**src/rtl/golomb_vlc_coder.sv**
```systemverilog
// golomb_vlc_coder
//   Codeword generator for the ProRes AC-level entropy coder. Each cycle one
//   pre-classified value is coded as Golomb-Rice (rice_valid) or as an
//   exp-Golomb code of order k (exp_valid). An exp-Golomb code can carry up
//   to three escape zeros, and either code can carry a trailing sign bit.
//   The pipeline has two register stages and a fixed 2-cycle latency. It
//   never stalls.
//
//   Build option: define GOLOMB_AC_SIGN_EN to honor is_ac_level / is_minus.
//   If the macro is not defined, the sign logic is absent and no sign bit is
//   ever appended.
//
// Ports
//   clk, reset_n          clock (rising edge), async active-low reset
//   input_start/end       frame markers, delayed alongside the data
//   rice_valid            code val as Golomb-Rice (has priority)
//   exp_valid             code val as exp-Golomb
//   val[31:0], k[2:0]     value and code order
//   is_add_setbit[1:0]    escape zeros added to the exp-Golomb length
//   is_ac_level, is_minus append the sign bit / sign value
//   output_valid          sum_n / codeword_length are valid
//   sum_n[31:0]           right-aligned codeword (low 32 bits)
//   codeword_length[31:0] codeword bit count
//   output_start/end      delayed markers
module golomb_vlc_coder (
  input  logic        clk,
  input  logic        reset_n,
  input  logic        input_start,
  input  logic        input_end,
  input  logic        rice_valid,
  input  logic        exp_valid,
  input  logic [31:0] val,
  input  logic [2:0]  k,
  input  logic [1:0]  is_add_setbit,
  input  logic        is_ac_level,
  input  logic        is_minus,
  output logic        output_valid,
  output logic [31:0] sum_n,
  output logic [31:0] codeword_length,
  output logic        output_start,
  output logic        output_end
);
  localparam int STAGES = 2;

  // Valid bits and frame markers travel in matching shift registers.
  // Index 0 is the live input.
  logic [STAGES:0] vld_pipe, start_pipe, end_pipe;

  assign vld_pipe[0]   = rice_valid | exp_valid;
  assign start_pipe[0] = input_start;
  assign end_pipe[0]   = input_end;

  always_ff @(posedge clk or negedge reset_n) begin
    if (!reset_n) begin
      vld_pipe[STAGES:1]   <= '0;
      start_pipe[STAGES:1] <= '0;
      end_pipe[STAGES:1]   <= '0;
    end else begin
      vld_pipe[STAGES:1]   <= vld_pipe[STAGES-1:0];
      start_pipe[STAGES:1] <= start_pipe[STAGES-1:0];
      end_pipe[STAGES:1]   <= end_pipe[STAGES-1:0];
    end
  end

  // ---------------------------------------------------------------- stage 1
  logic [32:0] exp_n;
  logic [5:0]  exp_b;
  logic [7:0]  rice_code;
  logic [7:0]  rice_mask;

  always_comb begin
    exp_n = {1'b0, val} + (33'd1 << k);
    // Priority encoder: the highest set bit wins because it is written last.
    exp_b = '0;
    for (int i = 0; i < 33; i++)
      if (exp_n[i]) exp_b = 6'(i);
    rice_mask = (8'd1 << k) - 8'd1;
    rice_code = (8'd1 << k) | (val[7:0] & rice_mask);
  end

  logic        s1_rice;
  logic [31:0] s1_q;
  logic [5:0]  s1_b;
  logic [32:0] s1_code;
  logic [2:0]  s1_k;
  logic [1:0]  s1_set;
`ifdef GOLOMB_AC_SIGN_EN
  logic        s1_sign;
  logic        s1_minus;
`else
  logic        unused_sign_inputs;
  assign unused_sign_inputs = is_ac_level ^ is_minus;
`endif

  always_ff @(posedge clk or negedge reset_n) begin
    if (!reset_n) begin
      s1_rice  <= 1'b0;
      s1_q     <= '0;
      s1_b     <= '0;
      s1_code  <= '0;
      s1_k     <= '0;
      s1_set   <= '0;
`ifdef GOLOMB_AC_SIGN_EN
      s1_sign  <= 1'b0;
      s1_minus <= 1'b0;
`endif
    end else begin
      s1_rice  <= rice_valid;
      s1_q     <= val >> k;
      s1_b     <= exp_b;
      s1_code  <= rice_valid ? {25'd0, rice_code} : exp_n;
      s1_k     <= k;
      s1_set   <= is_add_setbit;
`ifdef GOLOMB_AC_SIGN_EN
      s1_sign  <= is_ac_level;
      s1_minus <= is_minus;
`endif
    end
  end

  // ---------------------------------------------------------------- stage 2
  logic [31:0] len_c, sum_c;

  always_comb begin
    // Escape zeros add length only. The code value is not changed by them.
    if (s1_rice)
      len_c = s1_q + 32'd1 + 32'(s1_k);
    else
      len_c = (32'(s1_b) << 1) - 32'(s1_k) + 32'd1 + 32'(s1_set);
    sum_c = s1_code[31:0];
`ifdef GOLOMB_AC_SIGN_EN
    if (s1_sign) begin
      sum_c = {s1_code[30:0], s1_minus};
      len_c = len_c + 32'd1;
    end
`endif
  end

  always_ff @(posedge clk or negedge reset_n) begin
    if (!reset_n) begin
      sum_n           <= '0;
      codeword_length <= '0;
    end else begin
      sum_n           <= vld_pipe[1] ? sum_c : '0;
      codeword_length <= vld_pipe[1] ? len_c : '0;
    end
  end

  assign output_valid = vld_pipe[STAGES];
  assign output_start = start_pipe[STAGES];
  assign output_end   = end_pipe[STAGES];

endmodule

```
**config.mk**
```make
export PLATFORM = sky130hd
export DESIGN_NAME = golomb_vlc_coder
export DESIGN_NICKNAME = d
export VERILOG_FILES = /design/src/rtl/golomb_vlc_coder.sv
export SDC_FILE = /design/constraint.sdc
export NUM_CORES = 1
export LEC_CHECK = 0
export CAP_MARGIN = 40
export CORE_MARGIN = 5
export CORE_UTILIZATION = 50
export DETAILED_ROUTE_END_ITERATION = 12
export PLACE_DENSITY = 0.75
export SLEW_MARGIN = 20
export SYNTH_ARGS = -nofsm -noshare
export SYNTH_HDL_FRONTEND = slang
export SYNTH_SLANG_ARGS = --single-unit
```
**constraint.sdc**
```tcl
create_clock -name clk -period 5.2 [get_ports clk]
set_input_delay 0.52 -clock clk [delete_from_list [all_inputs] [get_ports clk]]
set_output_delay 0.52 -clock clk [all_outputs]
set_load 0.03 [all_outputs]
```
==> impl_metrics.ini <==
[route]
drtIter0Drc = 417
wl_mm = 21.3
viasPerCell = 5.64
wl_per_cell_um = 17.6
ant_nets = 0
drc = 0
drt_first_pass_iters = 5
vias = 6826

[sta]
final-hold-violation-count = 0
whs_ns = 0.348
tightest_slew_ns = 0.816
post-route-period-util_pct = 78.0
slew_viol_final = 0
setup_violations = 0
slew_headroom_pct = 45.6
fin_tns_setup_ns = 0
fin_crit_ns = 4.06
rsz0062_at_grt = false
worst_slack_ns = 1.14
skew_ns = 0.00798
max_freq_mhz = 246

[pwr]
p_leak_nw = 4.34
internal_power_mw = 2.14
combPwrFrac_pct = 21.6
cellPowerDensity_nw_per_um2 = 292
pwr-share-clk_pct = 36.4
seq_power_share_pct = 42.0
p_sw_mw = 0.890
ir_drop_mv = 0.223
p_sw_share_pct = 29.4

[grt]
grt_max_degree = 78
grt_pass1_wl_mm = 35.5
grt_pass1_vias = 6932
grt_use_total_pct = 22.4
grt-ovfl-total = 0
antenna_found_initial = 0

[floorplanning]
die-area_um2 = 19900
fp.coreArea_um2 = 17100
die_h_um = 141
initial_core_util_pct = 50.4
io-pin-count = 112
rows = 48
die_x_um = 141

[synth]
yosysTopAreaCell = dfrtp_1
yosys-top-cells-area = dfrtp_1 (43%), xnor2_1 (4.7%), a21oi_1 (3.3%)
ys_types = 71
async_reset_ff_share_pct = 100
synth_top_flop_cell = dfrtp_1
yosysMostFrequentCell = dfrtp_1
synthTopCellsByCount = dfrtp_1 (146), nor2_1 (67), nand2_1 (61)
yosysTopAreaCellShare_pct = 42.5
syn_inst = 890
syn_area_per_cell_um2 = 9.65
yosysSeqAreaShare_pct = 42.5
syn_nets = 952
netlist_area_um2 = 8590
synth_seq_cells = 146
synth_edf_count = 0
synth_warnings = 0

[run_status]
status = finished, final reports clean

[setup_path]
max_stage_delay_ns = 0.49
crit_fanout = 41
critPathSlowestCell = clkdlybuf4s50_1
arrival_ns = 4.36
start_kind = input pin
critical_path_class = input pin to flop
path_cells = clkdlybuf4s50_1 -> buf_4 -> and3_1 -> ha_1 -> o2111a_1 -> o21ai_0 -> o211a_1 -> a21o_1 -> a21oi_1 -> a2111oi_0 -> nor3_1 -> or3_1 -> o21a_1
cp.required_ns = 5.50
end_kind = flop

[cells_and_area]
areaGrowthSynthToFinish_pct = 20.7
layout-drive-gt1-share_pct = 10.4
diodes = 0
layout.cells.non_filler = 1210
fillerInstances = 1488
nNetsFinal = 1034

[placement]
dp_slack_ns = 0.744
gp_congestion = 0.936
dp.cells = 1177
hpwl_mm = 15.8
port_buffers = 109

[clocking]
root_buffer = clkbuf_16
cts_tree = yes
ctsResizeCount = 0
cts_made_buffers = 17
path_clk_slew_ns = 0.06
clockBufferDepth = 2
htree_levels = 4
clk-insertion-delay-late_ns = 0.42
cts_sinks = 146

[run]
cap_violations = 0

[hold_path]
min_path_type = flop to flop
placed cells by master (no fill, tap or decap), types with 16 or more instances in the layout:
cell type / count
mux2i_1: 27
a21oi_1: 56
xnor2_1: 46
buf_4: 16
clkdlybuf4s50_1: 106
xor2_1: 29
dfrtp_1: 146
and3_1: 19
nor2_1: 67
mux2_2: 21
nand3_1: 25
o21ai_0: 47
and2_1: 42
inv_1: 28
nor3_1: 19
nand2_1: 61
clkbuf_16: 17
worst paths after layout:
path / end / slack (ns) / from / depth (start not counted)
setup reg to reg: codeword_length[31] / 2.37 / s1_k[1] / 10
setup / recovery: s1_b[0] / 1.14 / k[2] / 13
hold / removal: output_start / 0.35 / start_pipe[1] / 0
hold reg to reg: output_start / 0.35 / start_pipe[1] / 0
max in group asynchronous: sum_n[23] / 3.86 / reset_n / 3
min in group asynchronous: output_start / 0.54 / reset_n / 2
cell families (layout without fill, tap and decap cells):
family / after synthesis / after routing / share of synthesized area (%)
compound gates: 206 / 206 / 15.8
xor+xnor: 75 / 75 / 7.65
fa+ha+maj: 17 / 17 / 2.74
buf+inv: 92 / 187 / 4.51
flops: 146 / 146 / 42.5
mux: 60 / 60 / 9.04
simple gates: 294 / 294 / 17.7
state kept, by name, indices dropped and copies added (netlist names), 2 cells and up:
| register | flops |
|---|---|
| s1_q | 32 |
| s1_code | 32 |
| s1_k | 3 |
| sum_n | 32 |
| s1_b | 6 |
| s1_set | 2 |
| codeword_length | 32 |
worst max-delay path: cells and delay by family:
family / cells / cell delay (ns)
AOI/OAI and AO/OA: 7 / 1.89
and+or+nand+nor: 3 / 0.72
adders and majority gates: 1 / 0.31
buffers and inverters: 2 / 0.90
repair_timing:
item	in CTS	in global routing
hold endpoints to repair	27	0
setup buffers	0	0
hold buffers	1	0
cell type report:
class,count,area [µm²],share of cell area [%]
clock buffers,20,457,4.40
clock inverters,12,83.8,0.808
inverters,28,105,1.01
multi-input cells,652,4550,43.9
flip-flops and latches,146,3650,35.2
well taps,225,282,2.71
repair buffers,127,1240,12.0
power by group through the flow:
| stage | Combinational (mW) | Sequential [mW] | Clock (mW) |
|---|---|---|---|
| finish | 0.653 | 1.27 | 1.10 |
| detailed placement | 0.653 | 1.29 | 0 |
| CTS | 0.657 | 1.27 | 1.13 |
| global placement | 0.645 | 1.29 | 0 |
| floorplan | 0.327 | 1.38 | 0 |
| global route | 0.713 | 1.28 | 1.18 |
stage by stage:
| stage | utilization, % | area [µm²] | total power [mW] |
|---|---|---|---|
| floorplan | - | 8590 | 1.70 |
| global placement | 57.4 | 9790 | 1.93 |
| detailed placement | 57.6 | 9820 | 1.94 |
| CTS | 60.8 | 10400 | 3.06 |
| global route | 60.8 | 10400 | 3.18 |
| finish | 60.8 | 10400 | 3.03 |
metal layers:
layer / vias to the layer above / share of wire [%] / global-route usage, %
li1: 3315 / - / -
met2: 177 / 50 / 38.5
met1: 3303 / 44 / 29.0
met5: - / 0 / 0
met4: 0 / 1.4 / 5.41
met3: 31 / 5.0 / 4.68
Note: power is estimated with default switching activity, not from simulation.
==> RTL change: new RTL, same flow settings <==
Build with the macro `GOLOMB_AC_SIGN_EN` defined.
--- a/src/rtl/golomb_vlc_coder.sv
+++ b/src/rtl/golomb_vlc_coder.sv
@@ -22,6 +22,8 @@
 //   sum_n[31:0]           right-aligned codeword (low 32 bits)
 //   codeword_length[31:0] codeword bit count
 //   output_start/end      delayed markers
+`define GOLOMB_AC_SIGN_EN
+
 module golomb_vlc_coder (
   input  logic        clk,
   input  logic        reset_n,
Check against the original RTL: not equivalent (Yosys sat finds a counterexample within 4 cycles, from zero or initial values and one cycle with reset_n low).
==> RTL change against the original RTL <==
- largest power group unchanged
- largest cell class unchanged
- sequential cell count up 2
- cell area up 13%
- total power up 11%
- count of clock-buffer cells in the layout down 1
- synthesized area up 15%
- wire length up 16%
- worst setup slack worse by 0.49 ns
- sequential power up 3%
- critical path depth up 1
==> RTL change: results (changes against the original RTL) <==
| Metric | Value |
|---|---|
| Largest net degree at the start of global routing | `63 (-19%)` |
| DR WL/cell | `17.10 µm (-2.8%)` |
| Gr usage total | `22.47% (+0.11 points)` |
| Iteration-0 DRC count of the detailed router | `552 (+32%)` |
| CTS Buffer Depth | `2 (unchanged)` |
| CP Max Fanout | `7 (-83%)` |
| Max VDD drop | `0.0002414 V (+8.4%)` |
| First-pass GRT wire length | `40560 µm (+14%)` |
| Cell family with most CP delay | `simple AND/OR/NAND/NOR gates` |
| Initial antenna violation count | `0 (unchanged)` |
| CP arrival | `4.91 ns (+0.55 ns)` |
| Root Buffer | `clkbuf_16` |
| IO buf count | `111 (+1.8%)` |
| Largest stage delay, worst path | `0.74 ns (+0.25 ns)` |
| Leak | `4.884 nW (+12%)` |
| Post-synth net total | `1158 (+22%)` |
| Syn_area_per_cell | `8.986 µm² (-6.9%)` |
| Sequential area share after synthesis | `37.64% (-4.9 points)` |
| # placed instances | `1418 (+20%)` |
| Worst path slowest cell | `or4b_1` |
| Yosys cell types | `87 (+23%)` |
| GP Congestion | `0.9668 (+3.3%)` |
| Share of layout cells above drive strength 1 | `9.873% (-0.48 points)` |
| Synth area leaders | `dfrtp_1 (38%), mux2i_1 (6.6%), nor2_1 (5.1%)` |
| Vias per std cell | `5.790 (+2.6%)` |
| PostCTS Resize Cnt | `0 (unchanged)` |
| Worst min path class | `input port to async pin` |
| Nets | `1235 (+19%)` |
| P_int | `2.313 mW (+8.2%)` |
| Vias in the first global route | `7860 (+13%)` |
| Status | `complete, no violations` |
| Total Wirelength | `24800 µm (+16%)` |
| Worst Clk Skew | `0.006406 ns (-0.001570 ns)` |
| Post-synth top cells | `dfrtp_1 (148), nor2_1 (134), nand2_1 (76)` |
| Detailed placement HPWL | `18700 µm (+18%)` |
| Worst-margin pin slew | `0.7682 ns (-0.04801 ns)` |
## RTL change: cell types whose count changed after synthesis, moves of 8 or more
cell / delta
and2_1: -31
nor2_1: +67
o21ai_0: +9
nor2b_1: +9
mux2i_1: +38
nand2_1: +15
nor3_1: +17
buf_1: +11
nand3_1: +13
a21oi_1: -8
## RTL change: kinds of logic after synthesis
| kind of cell | Yosys count | synth area share, % |
|---|---|---|
| xor gates and xnor gates | 77 | 7.070 |
| muxes | 96 | 11.46 |
| adders and majority gates | 18 | 2.518 |
| and+or+nand+nor | 429 | 22.13 |
| buffers and inverters | 108 | 4.247 |
| AOI/OAI and AO/OA | 219 | 14.94 |
| DFF | 148 | 37.64 |
## RTL change: routing by layer
metal	global-route usage (%)	share of wire [%]
met5	0	0
met4	6.862	1.8
met3	4.275	6.1
met2	37.03	48
met1	30.16	44
## RTL change: final timing paths
path | cells past startpoint | slack (ns) | end | startpoint
max in group asynchronous | 2 | 4.28 | codeword_length[25] | reset_n
worst max-delay path | 14 | 0.65 | codeword_length[28] | s1_b[0]
worst max register to register | 14 | 0.65 | codeword_length[28] | s1_b[0]
worst min register to register | 0 | 0.36 | output_start | start_pipe[1]
min in group clk | 0 | 0.36 | output_start | start_pipe[1]
worst min-delay path | 1 | 0.007 | sum_n[14] | reset_n
## RTL change: power groups by stage
stage / sequential [mW] / combinational, mW / clock, mW
2_1_floorplan: 1.42 / 0.441 / 0
3_5_place_dp: 1.33 / 0.816 / 0
3_3_place_gp: 1.33 / 0.806 / 0
6_report: 1.31 / 0.822 / 1.22
4_1_cts: 1.31 / 0.823 / 1.25
5_1_grt: 1.32 / 0.897 / 1.30
## RTL change: metrics by stage
stage / area (µm²) / util, % / setup slack [ns]
global placement: 11120 / 57.32 / 0.7672
floorplan: 9839 / - / 0.6539
detailed placement: 11160 / 57.54 / 0.6743
finish: 11750 / 60.59 / 0.6507
CTS: 11750 / 60.59 / 0.6525
global route: 11750 / 60.59 / 0.4574
## RTL change: cell type report
type / instances / area, µm²
fillers: 1659 / 7645
multi-input cells: 839 / 5718
flip-flops and latches: 148 / 3705
repair buffers: 130 / 1272
clock buffers: 19 / 442.9
well taps: 265 / 331.6
clock inverters: 13 / 148.9
inverters: 36 / 135.1
